`src/rtl/instr_fetch.sv`:
```
// -----------------------------------------------------------------------------
// instr_fetch
//
// Program counter and instruction fetch unit that sits in front of the 9-bit
// control decoder. It drives the instruction ROM address. It forwards the
// fetched word to the decoder. It picks the next PC from the decoder's
// Branch/Halt strobes and the ALU branch condition. Branch targets come from a
// programmable 16-entry LUT that is indexed by the low operand bits of the
// instruction.
//
// Optional build macro:
//   FETCH_PERF_EN - adds saturating cycle/instruction counters. When the macro
//                   is undefined, CycleCount and InstrCount are tied to 0.
//
// Ports:
//   Clk         in   rising-edge clock
//   Reset       in   asynchronous, active-low reset
//   Start       in   one-cycle pulse, begin (or restart) execution at StartAddr
//   StartAddr   in   first fetch address
//   Stall       in   freeze the PC this cycle (Branch/Halt/Start ignored)
//   ProgCtr     out  ROM read address
//   InstrIn     in   ROM data, combinational read of ProgCtr
//   Instr       out  instruction to decoder (0 when not running)
//   InstrValid  out  Instr is live this cycle
//   Branch      in   decoder branch strobe
//   Halt        in   decoder halt strobe
//   Taken       in   ALU branch condition
//   LutWe       in   branch-target LUT write enable
//   LutAddr     in   LUT write index
//   LutData     in   LUT write data (absolute target address)
//   Done        out  high while halted
//   CycleCount  out  RUN cycles since the last accepted Start
//   InstrCount  out  unstalled RUN cycles since the last accepted Start
// -----------------------------------------------------------------------------
module instr_fetch #(
  parameter int PCW  = 10,
  parameter int IW   = 9,
  parameter int LUTD = 16
) (
  input  logic            Clk,
  input  logic            Reset,
  input  logic            Start,
  input  logic [PCW-1:0]  StartAddr,
  input  logic            Stall,
  output logic [PCW-1:0]  ProgCtr,
  input  logic [IW-1:0]   InstrIn,
  output logic [IW-1:0]   Instr,
  output logic            InstrValid,
  input  logic            Branch,
  input  logic            Halt,
  input  logic            Taken,
  input  logic            LutWe,
  input  logic [3:0]      LutAddr,
  input  logic [PCW-1:0]  LutData,
  output logic            Done,
  output logic [15:0]     CycleCount,
  output logic [15:0]     InstrCount
);

  typedef enum logic [1:0] {
    IDLE   = 2'd0,
    RUN    = 2'd1,
    HALTED = 2'd2
  } state_t;

  localparam logic [PCW-1:0] PC_ONE = PCW'(1);

  state_t          state;
  state_t          state_next;
  logic [PCW-1:0]  pc;
  logic [PCW-1:0]  pc_next;
  logic            start_accept;
  logic [PCW-1:0]  lut [LUTD];
  logic [PCW-1:0]  lut_target;

  // The LUT is read combinationally, so a write in the same cycle as a
  // taken branch to that index still yields the old target for the branch.
  assign lut_target = lut[InstrIn[3:0]];

  // State and PC register.
  always_ff @(posedge Clk or negedge Reset) begin
    if (!Reset) begin
      state <= IDLE;
      pc    <= '0;
    end else begin
      state <= state_next;
      pc    <= pc_next;
    end
  end

  // Next-state and next-PC selection. While running, Stall has top
  // priority and masks Start as well as the decoder strobes. A Start
  // restart beats Halt and Branch.
  always_comb begin
    state_next   = state;
    pc_next      = pc;
    start_accept = 1'b0;
    unique case (state)
      IDLE: begin
        if (Start) begin
          state_next   = RUN;
          pc_next      = StartAddr;
          start_accept = 1'b1;
        end
      end
      RUN: begin
        if (!Stall) begin
          if (Start) begin
            pc_next      = StartAddr;
            start_accept = 1'b1;
          end else if (Halt) begin
            state_next = HALTED;
          end else if (Branch && Taken) begin
            pc_next = lut_target;
          end else begin
            pc_next = pc + PC_ONE;
          end
        end
      end
      HALTED: begin
        if (Start) begin
          state_next   = RUN;
          pc_next      = StartAddr;
          start_accept = 1'b1;
        end
      end
      default: begin
        state_next = IDLE;
        pc_next    = '0;
      end
    endcase
  end

  // Decoder-facing outputs. The instruction is passed through only while
  // running, so the decoder sees a zero opcode otherwise.
  always_comb begin
    ProgCtr    = pc;
    InstrValid = 1'b0;
    Done       = 1'b0;
    Instr      = '0;
    if (state == RUN) begin
      InstrValid = 1'b1;
      Instr      = InstrIn;
    end
    if (state == HALTED) begin
      Done = 1'b1;
    end
  end

  // Branch-target LUT. It can be written in any state and is cleared by reset.
  always_ff @(posedge Clk or negedge Reset) begin
    if (!Reset) begin
      for (int i = 0; i < LUTD; i++) begin
        lut[i] <= '0;
      end
    end else if (LutWe) begin
      lut[LutAddr] <= LutData;
    end
  end

`ifdef FETCH_PERF_EN
  logic [15:0] cycle_cnt;
  logic [15:0] instr_cnt;

  // Performance counters clear on the edge that accepts Start and then count
  // RUN cycles. A stalled cycle counts as a cycle but not as an instruction.
  // Both counters saturate instead of wrapping.
  always_ff @(posedge Clk or negedge Reset) begin
    if (!Reset) begin
      cycle_cnt <= '0;
      instr_cnt <= '0;
    end else if (start_accept) begin
      cycle_cnt <= '0;
      instr_cnt <= '0;
    end else if (state == RUN) begin
      if (cycle_cnt != 16'hFFFF) begin
        cycle_cnt <= cycle_cnt + 16'd1;
      end
      if (!Stall && instr_cnt != 16'hFFFF) begin
        instr_cnt <= instr_cnt + 16'd1;
      end
    end
  end

  assign CycleCount = cycle_cnt;
  assign InstrCount = instr_cnt;
`else
  logic unused_start_accept;
  assign unused_start_accept = start_accept;
  assign CycleCount = 16'd0;
  assign InstrCount = 16'd0;
`endif

endmodule

```
`config.mk`:
```
export PLATFORM = sky130hd
export DESIGN_NAME = instr_fetch
export DESIGN_NICKNAME = d
export VERILOG_FILES = /design/src/rtl/instr_fetch.sv
export SDC_FILE = /design/constraint.sdc
export NUM_CORES = 1
export LEC_CHECK = 0
export ABC_AREA = 1
export BUFFER_PORTS_ARGS = -buffer_cell sky130_fd_sc_hd__buf_2
export CORE_AREA = 2 2 268 138
export DETAILED_ROUTE_END_ITERATION = 8
export DIE_AREA = 0 0 270 140
export SLEW_MARGIN = 10
export SYNTH_ARGS = -nofsm -noshare
export SYNTH_HDL_FRONTEND = slang
export SYNTH_SLANG_ARGS = --single-unit
```
`constraint.sdc`:
```
create_clock -name Clk -period 2 [get_ports Clk]
set_input_delay 0.2 -clock Clk [delete_from_list [all_inputs] [get_ports Clk]]
set_output_delay 0.2 -clock Clk [all_outputs]
set_load 0.005 [all_outputs]
```
== Word-level counts from Yosys, hierarchy flattened ==
Index checks and enable logic that the tools add are counted.
Cells by class
  $add $sub $neg: 1
  magnitude comparators: 3
  eq/ne operators: 7
  multiplexer cells: 20
  bitwise gates (word level): 2
  reductions and logical operators: 6
Operators by type and width (count)
  $bwmux W160: 1
  $mux W10: 8
  $bmux W10 S4: 1
  $demux W10 S4: 1
  $pmux W10 S2: 1
  $add A10 B1 Y10 const B: 1
  $ge A5 B5 Y1 const B: 2
  $not A4 Y5: 2
  $mux W9: 1
  $mux W2: 4
  $ne A2 B2 Y1 const B: 3
  $lt A5 B1 Y1 const B: 1
  $pmux W2 S2: 1
  $reduce_and A4 Y1: 1
  $ne A3 B3 Y1 const B: 1
  $reduce_and A3 Y1: 1
  $eq A2 B1 Y1 const B: 1
  $eq A2 B2 Y1 const B: 1
  $logic_and A1 B1 Y1: 2
  $logic_not A2 Y1: 1
  $mux W1: 2
  $ne A2 B1 Y1 const B: 1
  $reduce_or A2 Y1: 1
Storage, ports and cells
  register bits: 172
  bits of input ports: 41
  output and inout bits: 53
  word-level logic and storage cells: 57

== Logic depth before layout (Yosys ltp) ==
  depth after elaboration: 9
  depth in mapped cells: 14
  mapped depth without buffers: 13

== Worst setup path before layout ==
No wires, ideal clock.
  path kind: register to register
  start: reg pc[0], in the netlist ProgCtr[0]
  end: reg pc[6], in the netlist ProgCtr[6]
  setup time: 0.122 ns
  arrival time: 1.329 ns
  required time: 1.878 ns
  path slack: 0.549 ns
  stages on the path, launching flop included: 12
  buffers on the path: 0
  period minus slack after synthesis: 1.451 ns
  cell sequence: dfrtp_1 -> ha_1 -> nand3_1 -> nor2_1 -> nand2_1 -> xor2_1 -> nand2_1 -> nand2_1 -> inv_1 -> nand2_1 -> nand2_1 -> a21oi_1
On the way
  word-level cells in the longest chain between the ends: 6
Ends and longest elaborated chain
  from (decl): RTL line 70  | logic [PCW-1:0] pc;
  from (signal assigned): RTL line 87  | pc <= pc_next;
  $add A10 B1 Y10: RTL line 116  | pc_next = pc + PC_ONE;
  $mux W10: RTL line 113  | end else if (Branch && Taken) begin
  $mux W10: RTL line 111  | end else if (Halt) begin
  $mux W10: RTL line 108  | if (Start) begin
  $mux W10: RTL line 107  | if (!Stall) begin
  $pmux W10 S2: RTL line 98  | unique case (state)
No other way between the ends. The select of a mux whose other input is x is not followed.
A chain may end at the register's enable or synchronous reset.

== Worst setup path in the final report ==
  start: reg state[0]
  end: out Instr[3]
On the way
  word-level cells in the longest chain between the ends: 2
Ends and longest elaborated chain
  from (decl): RTL line 68  | state_t state;
  from (signal assigned): RTL line 86  | state <= state_next;
  $eq A2 B1 Y1
  $mux W9: RTL line 141  | if (state == RUN) begin
  to (decl): RTL line 47  | output logic [IW-1:0] Instr,
No other way between the ends.

==> out/metrics.csv <==
stage;metric;value;unit
clock_tree;CTS tree;built;
placement;dpl cell area;9598;um^2
logic_synthesis;largest cells by area after synthesis;dfrtp_1, nand2_1, o21ai_0;
cells_and_area;multi-input logic area;3621;um^2
worst_setup_path;Worst Path Required;1.80;ns
floorplanning;die area;37800;um^2
clock_tree;TritonCTS Sinks;172;
clock_tree;H-tree levels;4;
clock_tree;clock root buffer;clkbuf_16;
cells_and_area;Non-Filler Instances;1715;
logic_synthesis;post-synthesis sequential area ratio;0.4904;
placement;hpwl dp;17.62;mm
timing;clk_skew;0.008282;ns
pwr;overall power;11.06;mW
timing;final-report max-slew violation count;0;
global_routing;largest net degree at the start of global routing;64;
logic_synthesis;register bit count reported by yosys;172;
logic_synthesis;Post-synth EDFFs;0;
routing;vias;7765;
logic_synthesis;synthesized cell area;8777;um^2
global_routing;Tot GR Track Use;0.1386;
routing;initial drt markers;735;
global_routing;grt total ovfl;0;
clock_tree;PostCTS Resize Cnt;0;
floorplanning;row count;49;
cells_and_area;number of fillers in the final layout;3810;
logic_synthesis;Syn. warnings;0;
timing;Tmin final;1.752;ns
placement;Port-buffer cells;61;
routing;Routed Antenna Nets;0;
timing;RSZ-0062 raised after global routing;no;
worst_setup_path;Worst setup EP type;output port;
floorplanning;Initial Util;0.2481;
routing;vias per cell;4.528;
cells_and_area;Nets;1260;
floorplanning;Die H;140;um
cells_and_area;fraction of layout cells with a size suffix above 1;0.1129;
status;run status;finished clean;
hold_path;worst hold path type;primary input to register;
timing;crit share post-route;0.8761;
clock_tree;Post-CTS Hold Buffers;2;
worst_setup_path;Setup Crit Path Kind;register to output port;
routing;DRC Markers;0;
clock_tree;Worst-path clk slew;0.06;ns
global_routing;first-pass GRT wire length;41.19;mm
logic_synthesis;Mapped Cells;1178;
placement;gpl congestion;0.8405;
routing;DR WL/cell;15.00;um
logic_synthesis;Avg Cell Area, Syn;7.451;um^2
pwr;Pleak;4.961;nW
logic_synthesis;area leader, netlist;dfrtp_1;
clock_tree;number of CTS-inserted buffers;17;
timing;Final Hold Fails;0;
timing;final setup TNS;0;ns
timing;f_max;570.7;MHz
job;max cap viols;0;
floorplanning;core area;35380;um^2
worst_setup_path;Worst Setup Start Kind;register;
floorplanning;# IOs;94;
cells_and_area;Syn-to-layout area delta;16.74;%
pwr;VDD IR max;0.0004768;V
clock_tree;clock tree buffer depth;2;
clock_tree;Post-CTS Setup Inserts;0;
cells_and_area;ant diodes;0;
pwr;power density cells;1079;nW/um^2
placement;Post-Place Cells;1681;
timing;Worst slew margin;0.6104;
timing;final count of negative-setup-slack endpoints;0;
clock_tree;worst-skew pair later-pin latency;0.44;ns
routing;final wirelength;25.72;mm
logic_synthesis;share of the synthesized area in the top cell type;0.4904;
cells_and_area;Sequential cell area;4304;um^2
global_routing;initial antenna violation count;1;
worst_setup_path;arrival time at the worst endpoint;1.55;ns
global_routing;vias in the first global route;7235;
logic_synthesis;ys flop type;dfrtp_1;
logic_synthesis;Netlist cell types;24;
worst_setup_path;worst-path maximum fanout;17;
routing;first drt pass iteration count;5;
cells_and_area;final std cell area, no fill;10250;um^2
logic_synthesis;async set-reset flop share out of synthesis;1.000;
timing;worst slew pin tran;0.5838;ns
floorplanning;chip width;270;um
-- flip-flops by register name (all words and copies together) (netlist names) --
signal and flops:
lut 160, ProgCtr 10, state 2
-- cell usage in the layout (no fill, tap or decap), drive strengths merged, types with 3 or more instances in the layout --
cell	instances
o211ai	14
bufinv	4
o21ai	137
xor2	3
a21oi	64
inv	99
nand2	327
dfrtp	172
conb	32
nor3	3
nor2	131
nand3	111
clkbuf	23
buf	99
-- synth_stat cells (4+ instances only) --
library cell and count:
a21oi_1 63, buf_2 20, buf_4 37, buf_6 4
clkbuf_1 49, dfrtp_1 172, inv_1 94, inv_2 4
nand2_1 327, nand3_1 111, nor2_1 128, o211ai_1 14
o21ai_0 126, o21ai_1 11
-- path summary, 6_finish.rpt --
kind,slack (ns),cells after the start,from,endpoint
max in group asynchronous,1.05,3,Reset,lut[2]
worst max-delay path,0.25,5,state[0],Instr[3]
worst min register to register,0.48,2,lut[1],lut[1]
worst max register to register,0.25,11,ProgCtr[0],ProgCtr[6]
min in group asynchronous,0.30,2,Reset,lut[105]
worst min-delay path,0.08,5,StartAddr[4],ProgCtr[4]
-- cells by family (layout without fill, tap and decap cells) --
kind of cell | count (synthesis) | after routing | synth area share
adder cells (fa/ha/maj) | 1 | 1 | 0.001425
AO/OA/AOI/OAI | 216 | 216 | 0.1287
AND/OR/NAND/NOR | 576 | 576 | 0.2646
buffers and inverters | 209 | 231 | 0.1115
other | 1 | 32 | 0.0004272
flip-flops | 172 | 172 | 0.4904
XOR/XNOR | 3 | 3 | 0.002994
-- per-layer routing --
metal | up-vias | track usage | wire length, um
li1 | 3747 | - | -
met1 | 3677 | 0.2132 | 12750
met2 | 319 | 0.1891 | 10470
met3 | 22 | 0.03737 | 2295
met4 | 0 | 0.03070 | 205
met5 | - | 0 | 0
-- power breakdown --
part | switching (mW) | internal [mW] | leakage [nW]
combinational | 1.67 | 1.01 | 2.58
clock | 1.42 | 2.17 | 0.300
sequential | 0.464 | 4.32 | 2.08
total | 3.55 | 7.50 | 4.96
-- per-stage QoR --
step / hold slack, ns / setup WS [ns] / util
finish: 0.07613 / 0.2477 / 0.2896
detailed placement: 0.2212 / 0.2521 / 0.2713
global route: 0.09828 / 0.04650 / 0.2896
CTS: 0.06167 / 0.2281 / 0.2896
floorplan: -0.09559 / 0.5487 / -
global placement: 0.2250 / 0.2777 / 0.2713
-- final cells by class --
type,count,area share
clock buffers,23,0.04567
repair buffers,101,0.07022
flip-flops and latches,172,0.4201
clock inverters,9,0.01563
multi-input cells,828,0.3534
well taps,484,0.05910
inverters,98,0.03590
-- critical path, cell delays in order (launching register included) --
cell and delay (ns):
dfrtp_1 0.39, inv_1 0.08, nor2_2 0.16, inv_2 0.19, nor2_1 0.16, buf_2 0.14
No activity file was read; power rests on OpenSTA's default activity.
